## src/rtl/sram_bus_arbiter.sv

```systemverilog
// Purpose     : shares one SRAM-like master bus between instruction fetch and data access.
// Latency     : request to addr_ok 0 cycles from IDLE; one bubble cycle after each data_ok.
// Backpressure: a request is held in REQ until m_addr_ok; one transaction outstanding at a time.
//
// Ports:
//   clk, resetn                - rising-edge clock, async active-low reset
//   inst_* (req/addr in; addr_ok/data_ok/rdata out) - instruction read port
//   data_* (req/wr/size/addr/wdata in; addr_ok/data_ok/rdata out) - data port
//   m_* (req/wr/size/addr/wdata out; addr_ok/data_ok/rdata in) - shared master bus
module sram_bus_arbiter #(
  parameter int ADDR_W     = 32,
  parameter int DATA_W     = 32,
  parameter int STREAK_MAX = 4
) (
  input  logic              clk,
  input  logic              resetn,
  // instruction port
  input  logic              inst_req,
  input  logic [ADDR_W-1:0] inst_addr,
  output logic              inst_addr_ok,
  output logic              inst_data_ok,
  output logic [DATA_W-1:0] inst_rdata,
  // data port
  input  logic              data_req,
  input  logic              data_wr,
  input  logic [1:0]        data_size,
  input  logic [ADDR_W-1:0] data_addr,
  input  logic [DATA_W-1:0] data_wdata,
  output logic              data_addr_ok,
  output logic              data_data_ok,
  output logic [DATA_W-1:0] data_rdata,
  // master bus
  output logic              m_req,
  output logic              m_wr,
  output logic [1:0]        m_size,
  output logic [ADDR_W-1:0] m_addr,
  output logic [DATA_W-1:0] m_wdata,
  input  logic              m_addr_ok,
  input  logic              m_data_ok,
  input  logic [DATA_W-1:0] m_rdata
);

  typedef enum logic [1:0] {IDLE = 2'd0, REQ = 2'd1, WAIT = 2'd2} state_t;
  typedef enum logic {INST = 1'b0, DATA = 1'b1} owner_t;

  localparam logic [3:0] StreakMax = 4'(STREAK_MAX);

  state_t     state, stateNext;
  owner_t     owner, ownerNext;
  logic [3:0] streak, streakNext;

  logic grantData;  // data wins the IDLE arbitration
  logic anyReq;
  logic selData;    // master fields and handshakes steered to the data port
  logic accept;     // master accepted the request this cycle

  always_ff @(posedge clk or negedge resetn) begin
    if (!resetn) begin
      state  <= IDLE;
      owner  <= INST;
      streak <= 4'd0;
    end else begin
      state  <= stateNext;
      owner  <= ownerNext;
      streak <= streakNext;
    end
  end

  always_comb begin
    // Data has priority unless inst is waiting and data already had its full streak.
    grantData    = data_req && !(inst_req && (streak == StreakMax));
    anyReq       = inst_req | data_req;

    stateNext    = state;
    ownerNext    = owner;
    streakNext   = streak;
    selData      = (owner == DATA);
    accept       = 1'b0;
    m_req        = 1'b0;
    inst_addr_ok = 1'b0;
    inst_data_ok = 1'b0;
    inst_rdata   = '0;
    data_addr_ok = 1'b0;
    data_data_ok = 1'b0;
    data_rdata   = '0;

    case (state)
      IDLE: begin
        // Winner is steered straight through so a ready slave accepts in this cycle.
        selData = grantData;
        m_req   = anyReq;
        if (anyReq) begin
          ownerNext = grantData ? DATA : INST;
          if (m_addr_ok) begin
            accept    = 1'b1;
            stateNext = WAIT;
          end else begin
            stateNext = REQ;
          end
        end
      end
      REQ: begin
        // Owner is locked; the other requester cannot preempt a stalled request.
        m_req = 1'b1;
        if (m_addr_ok) begin
          accept    = 1'b1;
          stateNext = WAIT;
        end
      end
      WAIT: begin
        if (m_data_ok) begin
          stateNext = IDLE;
          if (owner == DATA) begin
            data_data_ok = 1'b1;
            data_rdata   = m_rdata;
          end else begin
            inst_data_ok = 1'b1;
            inst_rdata   = m_rdata;
          end
        end
      end
      default: stateNext = IDLE;
    endcase

    if (accept) begin
      if (selData) begin
        data_addr_ok = 1'b1;
        // Only a contested data grant extends the streak; saturate at the limit.
        if (inst_req) begin
          streakNext = (streak >= StreakMax) ? StreakMax : 4'(streak + 4'd1);
        end else begin
          streakNext = 4'd0;
        end
      end else begin
        inst_addr_ok = 1'b1;
        streakNext   = 4'd0;
      end
    end

    // Instruction fetches are always word reads.
    m_wr    = selData ? data_wr    : 1'b0;
    m_size  = selData ? data_size  : 2'd2;
    m_addr  = selData ? data_addr  : inst_addr;
    m_wdata = selData ? data_wdata : '0;
  end

endmodule

```

## config.mk

```make
export PLATFORM = sky130hd
export DESIGN_NAME = sram_bus_arbiter
export DESIGN_NICKNAME = d
export VERILOG_FILES = /design/src/rtl/sram_bus_arbiter.sv
export SDC_FILE = /design/constraint.sdc
export NUM_CORES = 1
export LEC_CHECK = 0
export CAP_MARGIN = 20
export CORE_AREA = 3 3 104 106
export DETAILED_ROUTE_END_ITERATION = 7
export DIE_AREA = 0 0 107 109
export GPL_TIMING_DRIVEN = 0
export PLACE_DENSITY = 0.62
export RECOVER_POWER = 50
export SLEW_MARGIN = 20
export SYNTH_ARGS = -nofsm -noshare
export SYNTH_HDL_FRONTEND = slang
export SYNTH_SLANG_ARGS = --single-unit
export TNS_END_PERCENT = 50
```

## constraint.sdc

```tcl
create_clock -name clk -period 2.3 [get_ports clk]
set_input_delay 0.46 -clock clk [delete_from_list [all_inputs] [get_ports clk]]
set_output_delay 0.46 -clock clk [all_outputs]
set_load 0.02 [all_outputs]
```

==> run_results.csv <==
group,metric,value,unit
critical_path,path_depth,6,
pwr,power.share.switching,0.4128,
clocking,postCtsHoldBufs,0,
layout,diodes,0,
run_status,violations,"setup timing",
worst_hold_path,min_path_type,"flop to flop",
sta,hold_violations,0,
clocking,root_buffer,"clkbuf_8",
floorplanning,io_pins,273,
clocking,numCtsBuffers,3,
clocking,clk_path_buf_depth,2,
yosys,synth-seq-cells,7,
placement,place_hpwl,7737,um
layout,instances_no_fill,607,
grt,antenna_found_initial,0,
clocking,clk_latency,230,ps
critical_path,cp_top_family,"compound AO/OA/AOI/OAI gates",
pwr,internal-power,1397,uW
floorplanning,start_util,0.1583,
pwr,clockPowerShare,0.074,
yosys,synthesis.area,1561,um^2
critical_path,crit_buf_inv,3,
sta,tightestPinTransition,341.2,ps
sta,finalCritPeriodShare,1.035,
pwr,powerDensity,520.9,nW/um^2
layout,fill_cells,969,
floorplanning,die_w,107,um
sta,hold_slack,538.5,ps
floorplanning,rows,36,
critical_path,ff2ff_path_depth,7,
route,via_per_inst,3.980,
layout,drive_gt1_frac,0.3439,
pwr,power_switching,982.0,uW
route,antenna_left,0,
sta,rsz0062_at_grt,"yes",
grt,track_usage,0.1398,
floorplanning,core-area,9864,um^2
critical_path,cp.required,1840,ps
yosys,ys_top_cells_by_area,"and2_1 (40%), mux2_4 (24%), dfrtp_1 (11%), mux2_2 (5.0%), buf_12 (2.6%)",
critical_path,cp_cell_sequence,"o21a_1, a31oi_4, buf_12, buf_8, mux2_4, buf_6",
critical_path,startpoint_type,"flop",
pwr,leakage,0.002369,uW
layout,nNetsFinal,614,
yosys,synth-simple-area-share,0.4744,
grt,grt_pass1_wl,13020,um
sta,relSlewSlack,0.7718,
sta,slew_viol_final,0,
yosys,synth_top_family_by_area,"simple AND/OR/NAND/NOR gates",
clocking,htree_levels,1,
pwr,seq_power_share,0.072,
yosys,synth_compound_area_frac,0.04407,
yosys,syn_area_per_cell,8.580,um^2
yosys,seq_area_frac_synth,0.1122,
job,maxCapViolations,0,
grt,overflow,0,
yosys,postSynthCellCount,182,
yosys,synth-xor-area-share,0,
route,drt-pass1-iter-count,4,
yosys,yosys.area.top_type,"and2_1",
sta,fin_crit,2380,ps
placement,io_buffers,272,
critical_path,slowest_delay,460,ps
yosys,synthAdderAreaFrac,0.01603,
run_status,outcome,"complete, but fails checks",
critical_path,critPathCaptureType,"primary output",
route,drc,0,
placement,placedCellCount,587,
sta,layout_setup_ws,-80.43,ps
yosys,syn_nets,321,
sta,fmax,420.1,MHz
route,routed_wl,9065,um
pwr,peakVddDrop,0.2824,mV
sta,tns,-2142,ps
critical_path,path_max_fanout,7,
pwr,power_frac_comb,0.854,
route,drt-initial-drc-count,56,
floorplanning,die_h,109,um
route,vias,2416,
grt,grt_pass1_vias,2449,
yosys,yosys.area.top_type_share,0.3966,
sta,fin_skew,5.772,ps
yosys,ys_warn_count,0,
route,drt-wirelength-per-cell,14.93,um
worst_hold_path,hold_path_depth,1,
floorplanning,dieArea,11660,um^2
sta,setup_viol,32,
grt,grt_start_max_net_pins,11,
critical_path,cpMaxStageDelayCell,"dfrtp_2",
clocking,cts_tree,"yes",
critical_path,worstPathArrival,1920,ps
critical_path,path_class,"flop to primary output",
layout,area_delta_synth_final,192.5,%
yosys,muxShareOfSynthArea,0.2909,
yosys,ys_types,26,
layout,fin_util,0.4630,
placement,gp_congestion,0.7977,
clocking,cts.sinks,7,
clocking,clk_transition_reported_paths,40,ps
==> flip-flops by register name (all words and copies together), names as in the netlist <==
register,cells
owner,1
state,2
streak,4
==> power by group through the flow <==
stage | Clock [uW] | Combinational, uW | Sequential [uW]
after floorplan | 0 | 977 | 162
after global placement | 0 | 1860 | 167
after detailed placement | 0 | 1870 | 167
after CTS | 180 | 2010 | 166
after global routing | 189 | 2160 | 173
final | 177 | 2030 | 171
==> placed cells by master (no fill, tap or decap), types with 3 or more instances in the layout <==
cell type,instances
buf_12,4
o2bb2ai_1,3
mux2_4,32
buf_2,41
dlygate4sd2_1,43
clkbuf_8,5
dfrtp_1,6
clkdlybuf4s50_1,133
and2_1,99
nor2_1,5
clkbuf_2,7
buf_4,20
buf_6,36
dlymetal6s2s_1,3
==> logic make-up after synthesis <==
logic type | after synthesis
AO/OA/AOI/OAI | 7
adder cells (fa/ha/maj) | 2
buffers and inverters | 14
flip-flops | 7
multiplexers | 32
AND/OR/NAND/NOR | 120
==> metrics by stage <==
| stage | total power [uW] | worst slack (ps) | area, um^2 |
|---|---|---|---|
| 5_1_grt | 2520 | -154.6 | 4567 |
| 4_1_cts | 2354 | -74.33 | 4524 |
| 3_3_place_gp | 2025 | -988.1 | 4451 |
| 2_1_floorplan | 1138 | 184.0 | 1562 |
| 6_report | 2379 | -80.43 | 4567 |
| 3_5_place_dp | 2033 | -1006 | 4451 |
==> final cells by class <==
cell class,instances,area [um^2],area share
repair buffers,287,2644,0.5789
multi-input cells,162,1385,0.3033
flip-flops and latches,7,176.4,0.03863
well taps,133,166.4,0.03644
plain buffers,12,142.6,0.03123
clock buffers,4,45.04,0.009863
inverters,2,7.507,0.001644
==> worst register-to-register path, delay by kind of cell (launching register included) <==
family	cells	cell delay (ps)
and+or+nand+nor	1	290
AOI/OAI and AO/OA	2	270
buffers and inverters	4	570
DFF	1	460
==> per-layer routing <==
metal  vias to the layer above  wire length [um]  GRT usage
met4                         0                11   0.008219
met1                      1091              2936     0.1368
met2                       139              5184     0.2963
li1                       1184                 -          -
met3                         2               933    0.04263
met5                         -                 0          0
==> final timing paths <==
path / from / end / slack [ps]
setup / recovery: state[1]$_DFFE_PN0P_ / m_addr[0] / -80
hold / removal: streak[3]$_DFFE_PN0P_ / streak[3]$_DFFE_PN0P_ / 540
setup reg to reg: state[1]$_DFFE_PN0P_ / streak[0]$_DFFE_PN0P_ / 630
hold reg to reg: streak[3]$_DFFE_PN0P_ / streak[3]$_DFFE_PN0P_ / 540
max in group asynchronous: resetn / state[1]$_DFFE_PN0P_ / 1460
min in group asynchronous: resetn / streak[2]$_DFFE_PN0P_ / 570
==> Yosys cell counts <==
master / number
nand4b_2: 1
nor3b_1: 1
nor2_1: 6
nor2b_1: 1
inv_1: 2
buf_12: 2
o21ai_0: 1
mux2_2: 7
o2bb2ai_1: 3
buf_2: 1
and2_1: 99
or3_1: 1
nand3_1: 1
dfrtp_1: 7
nand2_1: 2
a31o_2: 1
a31oi_4: 1
nand2b_1: 3
ha_1: 2
nand4_1: 2
mux2_4: 25
clkbuf_1: 8
and4b_1: 1
o21a_1: 1
nor3_1: 2
buf_8: 1
==> what timing repair did <==
action,CTS,global route
endpoints found under the setup margin,136,98
gates resized for setup,498,29
pin swaps,2,3
buffers inserted,12,1
gates cloned,2,1
(Power assumes the default switching activity.)
